`config.mk`:
```
export PLATFORM = sky130hd
export DESIGN_NAME = frame_swap_ctrl
export DESIGN_NICKNAME = d
export VERILOG_FILES = /design/src/rtl/frame_swap_ctrl_pkg.sv /design/src/rtl/frame_swap_ctrl_sync_edge_det.sv /design/src/rtl/frame_swap_ctrl.sv
export SDC_FILE = /design/constraint.sdc
export NUM_CORES = 1
export LEC_CHECK = 0
export ABC_AREA = 1
export BUFFER_PORTS_ARGS = -buffer_cell sky130_fd_sc_hd__clkbuf_2
export CORE_MARGIN = 1.5
export CORE_UTILIZATION = 30
export DETAILED_ROUTE_END_ITERATION = 16
export GPL_TIMING_DRIVEN = 0
export PLACE_DENSITY = 0.59
export SETUP_SLACK_MARGIN = 0.1
export SKIP_LAST_GASP = 1
export SLEW_MARGIN = 20
export SYNTH_ARGS = -nofsm -noshare
export SYNTH_HDL_FRONTEND = slang
export SYNTH_SLANG_ARGS = --single-unit
```
`constraint.sdc`:
```
create_clock -name clk -period 1.3 [get_ports clk]
set_input_delay 0.065 -clock clk [delete_from_list [all_inputs] [get_ports clk]]
set_output_delay 0.065 -clock clk [all_outputs]
set_load 0.05 [all_outputs]
```
`src/rtl/frame_swap_ctrl_pkg.sv`:
```
// Shared definitions for the camera/display ping-pong frame buffer controller.
// FSM state encoding, default frame geometry and the bank-index width.
package frame_swap_ctrl_pkg;

  // Controller states: waiting for a frame, writing a frame, holding a full frame
  typedef enum logic [1:0] {
    IDLE    = 2'd0,
    CAPTURE = 2'd1,
    READY   = 2'd2
  } state_t;

  // 80x60 frame, 4:4:4 pixel word
  localparam int C_IMG_PXLS    = 4800;
  localparam int C_NB_IMG_PXLS = 13;
  localparam int C_NB_BUF      = 12;

  // Two banks, so a single bit selects one of them
  localparam int C_NB_BANK     = 1;

endpackage

```
`src/rtl/frame_swap_ctrl_sync_edge_det.sv`:
```
// Single-register edge detector for a level that is already synchronous to clk.
// Reports rising, falling and "entered the active level" edges by comparing the
// current input against its value one cycle earlier. The history register resets
// to c_rst_val (the inactive level) so no edge is reported on reset release.
module sync_edge_det #(
  parameter logic c_rst_val = 1'b0,
  parameter logic c_act     = 1'b1
) (
  input  logic clk,
  input  logic rst,
  input  logic sig,
  output logic rise,
  output logic fall,
  output logic act_edge
);

  logic sig_q;

  // Remember the previous sample of the input
  always_ff @(posedge clk or posedge rst) begin
    if (rst) begin
      sig_q <= c_rst_val;
    end else begin
      sig_q <= sig;
    end
  end

  assign rise     = sig & ~sig_q;
  assign fall     = ~sig & sig_q;
  assign act_edge = (sig == c_act) && (sig_q != c_act);

endmodule

```
`src/rtl/frame_swap_ctrl.sv`:
```
// Ping-pong frame buffer controller.
// Camera pixels are written into the back bank; the display reads the front bank.
// Banks swap on a display vsync edge, and only after a full camera frame has been
// written, so the display never shows a torn frame.
//
// Valid/ready semantics: the camera side has no backpressure. A pixel is taken on
// every cycle cam_pxl_valid is high while capturing, and appears on the write port
// (wr_en/wr_addr/wr_data/wr_bank) exactly one cycle later. Pixels offered outside
// a capture are dropped silently.
//
// Optional build macro FRAME_DROP_CNT_EN adds a saturating drop_cnt output that
// counts camera frames lost while a full frame waits for the swap, plus short
// frames aborted by an early camera vsync.
module frame_swap_ctrl
  import frame_swap_ctrl_pkg::*;
#(
  parameter logic c_synch_act   = 1'b0,
  parameter int   c_img_pxls    = C_IMG_PXLS,
  parameter int   c_nb_img_pxls = C_NB_IMG_PXLS,
  parameter int   c_nb_buf      = C_NB_BUF
) (
  input  logic                     clk,
  input  logic                     rst,
  input  logic                     cam_vsync,
  input  logic                     cam_pxl_valid,
  input  logic [c_nb_buf-1:0]      cam_pxl,
  input  logic                     disp_vsync,
  output logic                     wr_en,
  output logic [C_NB_BANK-1:0]     wr_bank,
  output logic [c_nb_img_pxls-1:0] wr_addr,
  output logic [c_nb_buf-1:0]      wr_data,
  output logic [C_NB_BANK-1:0]     rd_bank,
  output logic                     frame_done,
  output logic [1:0]               dbg_state
`ifdef FRAME_DROP_CNT_EN
  ,
  output logic [7:0]               drop_cnt
`endif
);

  state_t                   state;
  logic [c_nb_img_pxls-1:0] pxl_cnt;

  logic cam_rise;
  logic cam_fall;
  logic cam_act_edge;
  logic disp_rise;
  logic disp_fall;
  logic disp_edge;
  logic unused_edges;

  logic in_range;
  logic last_pxl;
  logic pxl_take;

  // Camera vsync: idle level is high, so its history resets high
  sync_edge_det #(
    .c_rst_val (1'b1),
    .c_act     (1'b0)
  ) u_cam_edge (
    .clk      (clk),
    .rst      (rst),
    .sig      (cam_vsync),
    .rise     (cam_rise),
    .fall     (cam_fall),
    .act_edge (cam_act_edge)
  );

  // Display vsync: history resets to the inactive level
  sync_edge_det #(
    .c_rst_val (~c_synch_act),
    .c_act     (c_synch_act)
  ) u_disp_edge (
    .clk      (clk),
    .rst      (rst),
    .sig      (disp_vsync),
    .rise     (disp_rise),
    .fall     (disp_fall),
    .act_edge (disp_edge)
  );

  assign unused_edges = cam_act_edge ^ disp_rise ^ disp_fall;

  // The count never reaches c_img_pxls, but the guard keeps wr_en off any
  // out-of-frame address regardless of how the counter got there.
  assign in_range = (pxl_cnt < c_nb_img_pxls'(c_img_pxls));
  assign last_pxl = (pxl_cnt == c_nb_img_pxls'(c_img_pxls - 1));
  assign pxl_take = (state == CAPTURE) && cam_pxl_valid && in_range;

  // Frame sequencing FSM with registered write port and bank selects
  always_ff @(posedge clk or posedge rst) begin
    if (rst) begin
      state      <= IDLE;
      pxl_cnt    <= '0;
      wr_en      <= 1'b0;
      wr_addr    <= '0;
      wr_data    <= '0;
      rd_bank    <= 1'b0;
      wr_bank    <= 1'b1;
      frame_done <= 1'b0;
    end else begin
      wr_en      <= 1'b0;
      frame_done <= 1'b0;
      case (state)
        IDLE: begin
          if (cam_fall) begin
            state   <= CAPTURE;
            pxl_cnt <= '0;
            wr_addr <= '0;
          end
        end
        CAPTURE: begin
          if (pxl_take) begin
            wr_en   <= 1'b1;
            wr_data <= cam_pxl;
            wr_addr <= pxl_cnt;
            if (last_pxl) begin
              // Completion wins over a simultaneous camera vsync rise
              pxl_cnt <= '0;
              state   <= READY;
            end else begin
              pxl_cnt <= pxl_cnt + 1'b1;
              if (cam_rise) begin
                state <= IDLE;
              end
            end
          end else if (cam_rise) begin
            // Short frame: abandon it, front bank untouched
            state <= IDLE;
          end
        end
        READY: begin
          // Camera frames arriving here are dropped; only the display edge matters
          if (disp_edge) begin
            rd_bank    <= ~rd_bank;
            wr_bank    <= rd_bank;
            frame_done <= 1'b1;
            state      <= IDLE;
          end
        end
        default: begin
          state <= IDLE;
        end
      endcase
    end
  end

  assign dbg_state = state;

`ifdef FRAME_DROP_CNT_EN
  logic drop_evt;

  assign drop_evt = ((state == READY) && cam_fall) ||
                    ((state == CAPTURE) && cam_rise && !(pxl_take && last_pxl));

  // Saturating count of lost camera frames
  always_ff @(posedge clk or posedge rst) begin
    if (rst) begin
      drop_cnt <= 8'd0;
    end else if (drop_evt && (drop_cnt != 8'hFF)) begin
      drop_cnt <= drop_cnt + 8'd1;
    end
  end
`else
  // Without the drop counter, lost frames are simply not recorded.
`endif

endmodule

```
-- Word level (Yosys, flattened, before mapping)
Index checks and enable logic that the tools add are counted.
- bitwise operators: 6
- magnitude comparators: 1
- reductions and logical operators: 9
- equal/unequal tests: 6
- mux-type cells: 16
- add/sub/neg operators: 1
- operators by type and width (operator ; count):
    $mux 13 ; 4
    $pmux 13 s2 ; 2
    $add 13x1->13 const B ; 1
    $eq 13x13->1 const B ; 1
    $lt 13x13->1 const B ; 1
    $mux 2 ; 5
    $ne 2x2->1 const B ; 3
    $pmux 2 s3 ; 1
    $reduce_and 2->1 ; 3
    $mux 1 ; 4
    $not 1->1 ; 4
    $logic_and 1x1->1 ; 3
    $reduce_and 3->1 ; 1
    $and 1x1->1 ; 2
    $eq 2x1->1 const B ; 1
    $eq 2x2->1 const B ; 1
    $logic_not 2->1 ; 1
    $reduce_bool 2->1 ; 1
- register bits: 46
- logic and storage cells: 49
- output and inout port bits: 31
- input port bits: 17

-- Depth between registers and ports, before layout
- word-level depth: 6
- gate-level depth with buffers: 10

-- Hierarchy
A second synthesis with hierarchy kept.
- cells, all modules: 288
- area, all modules: 2307.2 um^2
- by module, submodules not included (module ; seq. area each (um^2) ; cells each ; times used ; area each (um^2)):
    frame_swap_ctrl ; 1102.3 ; 274 ; 1 ; 2202.1
    sync_edge_det ; 26.3 ; 7 ; 2 ; 52.6

-- Worst setup path after synthesis
Ideal clock, no wire load.
- path kind: register to register
- start point: register state[0] (netlist: dbg_state[0])
- end point: register wr_addr[0]
- required time: 1.180 ns
- data arrival time: 1.429 ns
- stages on the path, launching flop included: 9
- slack: -0.248 ns
- path buffers: 1
- cells stage by stage: dfrtp_1 nand3_1 nor2_2 nand2_4 nand2_2 nand2_4 buf_6 nand2_1 o21ai_2
- longest elaborated chain between the ends: 5
- RTL lines (element ; line ; RTL):
    start, declared ; frame_swap_ctrl.sv:41 ; state_t state;
    start signal, assigned ; frame_swap_ctrl.sv:93 ; state <= IDLE;
    start signal, assigned ; frame_swap_ctrl.sv:107 ; state <= CAPTURE;
    start signal, assigned ; frame_swap_ctrl.sv:120 ; state <= READY;
    $eq 2x1->1 ; frame_swap_ctrl.sv:88, frame_swap_ctrl.sv:104 ;
    $logic_and 1x1->1 (2 in series) ; frame_swap_ctrl.sv:88 ; assign pxl_take = (state == CAPTURE) && cam_pxl_valid && in_range;
    $ne 2x2->1 (no source line) ; -- ;
    $reduce_and 3->1 (no source line) ; -- ;
    end signal, assigned ; frame_swap_ctrl.sv:116 ; wr_addr <= pxl_cnt;
    end, declared ; frame_swap_ctrl.sv:30 ; output logic [c_nb_img_pxls-1:0] wr_addr,
Several ways; a longest one is shown, not always the timed one.
A chain may end at the register's enable or synchronous reset.

-- Worst setup path after layout
- start point: register pxl_cnt[10]
- end point: register pxl_cnt[2]
- longest elaborated chain between the ends: 4
- RTL lines (element ; line ; RTL):
    start, declared ; frame_swap_ctrl.sv:42 ; logic [c_nb_img_pxls-1:0] pxl_cnt;
    start signal, assigned ; frame_swap_ctrl.sv:122 ; pxl_cnt <= pxl_cnt + 1'b1;
    $lt 13x13->1 or $eq 13x13->1 (tied branches) ; frame_swap_ctrl.sv:86, frame_swap_ctrl.sv:87 ;
    $logic_and 1x1->1 or $mux 13 (tied branches) ; frame_swap_ctrl.sv:88, frame_swap_ctrl.sv:117 ;
    $ne 2x2->1 (no source line) or $mux 13 (tied branches) ; -- ;
    $reduce_and 3->1 (no source line) or $pmux 13 s2 (tied branches) ; -- ;
Several ways; a longest one is shown, not always the timed one. The select of a mux whose other input is x is not followed.

==> results.yml <==
placed_design:
  port_buffers: 47
  detailed_place_hpwl_mm: 3.81
  gp_congestion: 0.809
worst_setup_path:
  endpoint: "pxl_cnt[2]"
  worstSetupStartpointType: "register"
  r2r_end: "pxl_cnt[2]"
  required_ns: 1.49
  criticalPathCategory: "register to register"
  worst-r2r-setup-slack_ns: -0.13
  startpoint: "pxl_cnt[10]"
  rr_startpoint: "pxl_cnt[10]"
  worst-r2r-cell-count: 9
  crit_path_end_kind: "register"
  crit_fanout: 8
  crit_arrival_ns: 1.61
synthesis:
  ys_seq_area_share_pct: 49.7
  synth-edff-count: 0
  synth_top_family_by_area: "simple AND/OR/NAND/NOR gates"
  ys_seq_elements: 46
  synthArstFlopShare_pct: 100
  ys.flop_type: "dfrtp_1"
  syn_area_per_cell_sq_um: 8.21
  synth_cell_types: 30
  synth-xor-area-share_pct: 2.26
  synth_cells: 283
  synth_compound_area_share_pct: 7.81
  synth_area_sq_um: 2320
  synthSimpleGateAreaFrac_pct: 32.1
  synthAdderAreaFrac_pct: 0.539
  syn_nets: 301
  synth.area.mux_share_pct: 0
  ys_warn_count: 0
grt:
  grt_pass1_vias: 2092
  grt_use_total_pct: 14.4
  grt_pass1_wl_mm: 9.71
  antenna_found_initial: 0
  grt_max_degree: 30
  grt_overflow: 0
detailed_routing:
  drcViolationCount: 0
  maxUsedRoutingLayer: "met4"
  ant_nets: 0
  routedWlPerCell_microns: 12.5
  met3_length_microns: 231
  wl_met2_mm: 2.95
  drt-initial-drc-count: 89
  routed_wl_mm: 5.88
  routed_via_density: 4.47
  vias: 2107
  dr.pass1.iters: 4
  wl_met1_mm: 2.63
hold_path:
  min_path_type: "input pin to async pin"
die:
  num_rows: 31
  dieArea_sq_um: 8280
  io_pins: 48
  start_util_pct: 31.5
  dieHeight_microns: 91.0
  die_x_microns: 91.0
  core_sq_um: 7370
sta:
  clock_skew_ns: 0.00886
  hold_violations: 0
  worstMarginPinSlew_ns: 0.398
  min_period_ns: 1.43
  rsz0062_at_grt: "yes"
  fmax_ghz: 0.701
  setup_violations: 40
  setup_ws_ns: -0.127
  hold_slack_ns: 0.285
  period_share_pct: 110
  relSlewSlack_pct: 73.4
  slew_violations: 0
  setup_tns_ns: -3.95
clocking:
  cts_buffers: 5
  htreeDepth: 2
  cts_buffer_depth: 2
  clock-sinks: 46
  clk_pin_slew_ns: 0.09
  cts_tree: "yes"
  clockRootBuffer: "clkbuf_8"
  clock_latency_ns: 0.30
power_and_ir_drop:
  leakagePower_nw: 1.72
  pwr_density_cell_nw_per_um2: 1790
  ir_drop_mv: 0.544
run_status:
  violations: "setup timing"
  status: "complete, but fails checks"
cells_and_area:
  syn2layout_area_growth_pct: 50.3
  diodes: 0
  num-nets-final: 389
  drive_above_1_share_pct: 48.1
job:
  drv_cap: 0
## layer usage
layer / global-route usage (%) / up-vias
li1: - / 1057
met1: 18.5 / 992
met2: 24.8 / 51
met3: 2.60 / 7
met4: 3.52 / 0
met5: 0 / -
## synthesized netlist by cell type (3+ instances only)
| library cell | n | area share [%] |
|---|---|---|
| buf_2 | 3 | 0.65 |
| buf_6 | 5 | 2.4 |
| dfrtp_1 | 43 | 46 |
| o21ai_2 | 11 | 4.1 |
| nor2_2 | 4 | 1.1 |
| inv_1 | 20 | 3.2 |
| o21ai_1 | 6 | 1.3 |
| nand2_1 | 112 | 18 |
| nand3_1 | 18 | 3.9 |
| nand2_2 | 4 | 1.1 |
| nor3_1 | 3 | 0.65 |
| nor2_1 | 20 | 3.2 |
| nand4_1 | 5 | 1.3 |
| dfstp_2 | 3 | 3.4 |
| xor2_1 | 4 | 1.5 |
## area by class of cell
type	count	area, sq um
multi-input cells	203	1240
inverters	22	95.1
plain buffers	11	125
clock buffers	5	68.8
repair buffers	82	629
flip-flops and latches	46	1170
fillers	710	3880
clock inverters	3	43.8
well taps	99	124
## critical path, cell delays in order, from the launching register on
cell     delay (ns)
dfrtp_2        0.44
nor2_4         0.19
nor2_4         0.05
nor2_4         0.09
nand2_4        0.09
nand2_4        0.10
nand2_8        0.09
buf_8          0.16
nand2_4        0.05
o21ai_2        0.05
## state kept, by name, summed over array words and instances (netlist names)
signal,flops
dbg_state,2
frame_done,1
pxl_cnt,13
rd_bank,1
u_cam_edge.sig_q,1
u_disp_edge.sig_q,1
wr_addr,13
wr_bank,1
wr_data,12
wr_en,1
## layout by cell type, fill, tap and decap left out, types with 2 or more instances in the layout
cell type,count
xor2_1,4
clkbuf_8,5
nand3_2,3
nand4_1,5
buf_2,2
buf_8,5
dfstp_2,3
dfrtp_2,9
buf_6,9
dfrtp_1,34
a21oi_4,2
nand2_2,29
nand2_4,10
buf_12,3
clkbuf_2,48
inv_2,6
o21ai_2,15
nand3_1,16
nor2_4,8
dlygate4sd3_1,15
inv_1,15
o21ai_1,4
nor2_2,2
nor2_1,16
buf_4,9
nand2_1,78
clkbuf_16,2
## logic make-up after synthesis
kind of cell | count (synthesis)
buffers and inverters | 34
xor gates and xnor gates | 6
DFF | 46
and+or+nand+nor | 172
adders and majority gates | 1
AOI/OAI and AO/OA | 24
## where the power goes
group          total, W  switching, W  leakage [nW]  internal (W)
Clock           0.00107      0.000498        0.0585      0.000577
Sequential      0.00189      0.000194         0.595       0.00170
Combinational   0.00327       0.00212          1.06       0.00116
Total           0.00624       0.00281          1.72       0.00343
## what timing repair did
item	4_1_cts	5_1_grt
gates cloned	3	3
buffers inserted	8	6
pin swaps	10	12
gates resized for setup	37	63
hold buffers	15	0
hold endpoints to repair	29	0
setup endpoints to repair	41	42
## per-stage QoR
step	utilization (%)	power (W)	instances	area, sq um	worst slack (ns)
6_report	47.4	0.00624	471	3490	-0.127
5_1_grt	47.4	0.00658	471	3490	-0.226
4_1_cts	43.2	0.00580	463	3180	-0.0971
3_5_place_dp	37.2	0.00432	430	2740	-0.280
3_3_place_gp	36.9	0.00430	429	2720	-0.641
2_1_floorplan	-	0.00375	283	2360	-0.0994
## worst min-delay path by stage
stage / to / slack, ns / depth (start not counted)
final: wr_data[0] / 0.29 / 3
after global routing: wr_data[4] / 0.32 / 3
after CTS: wr_data[4] / 0.28 / 3
after detailed placement: wr_data[0] / 0.07 / 2
after global placement: u_cam_edge.sig_q / 0.17 / 1
after floorplan: u_cam_edge.sig_q / 0.07 / 0
(Power assumes the default switching activity.)
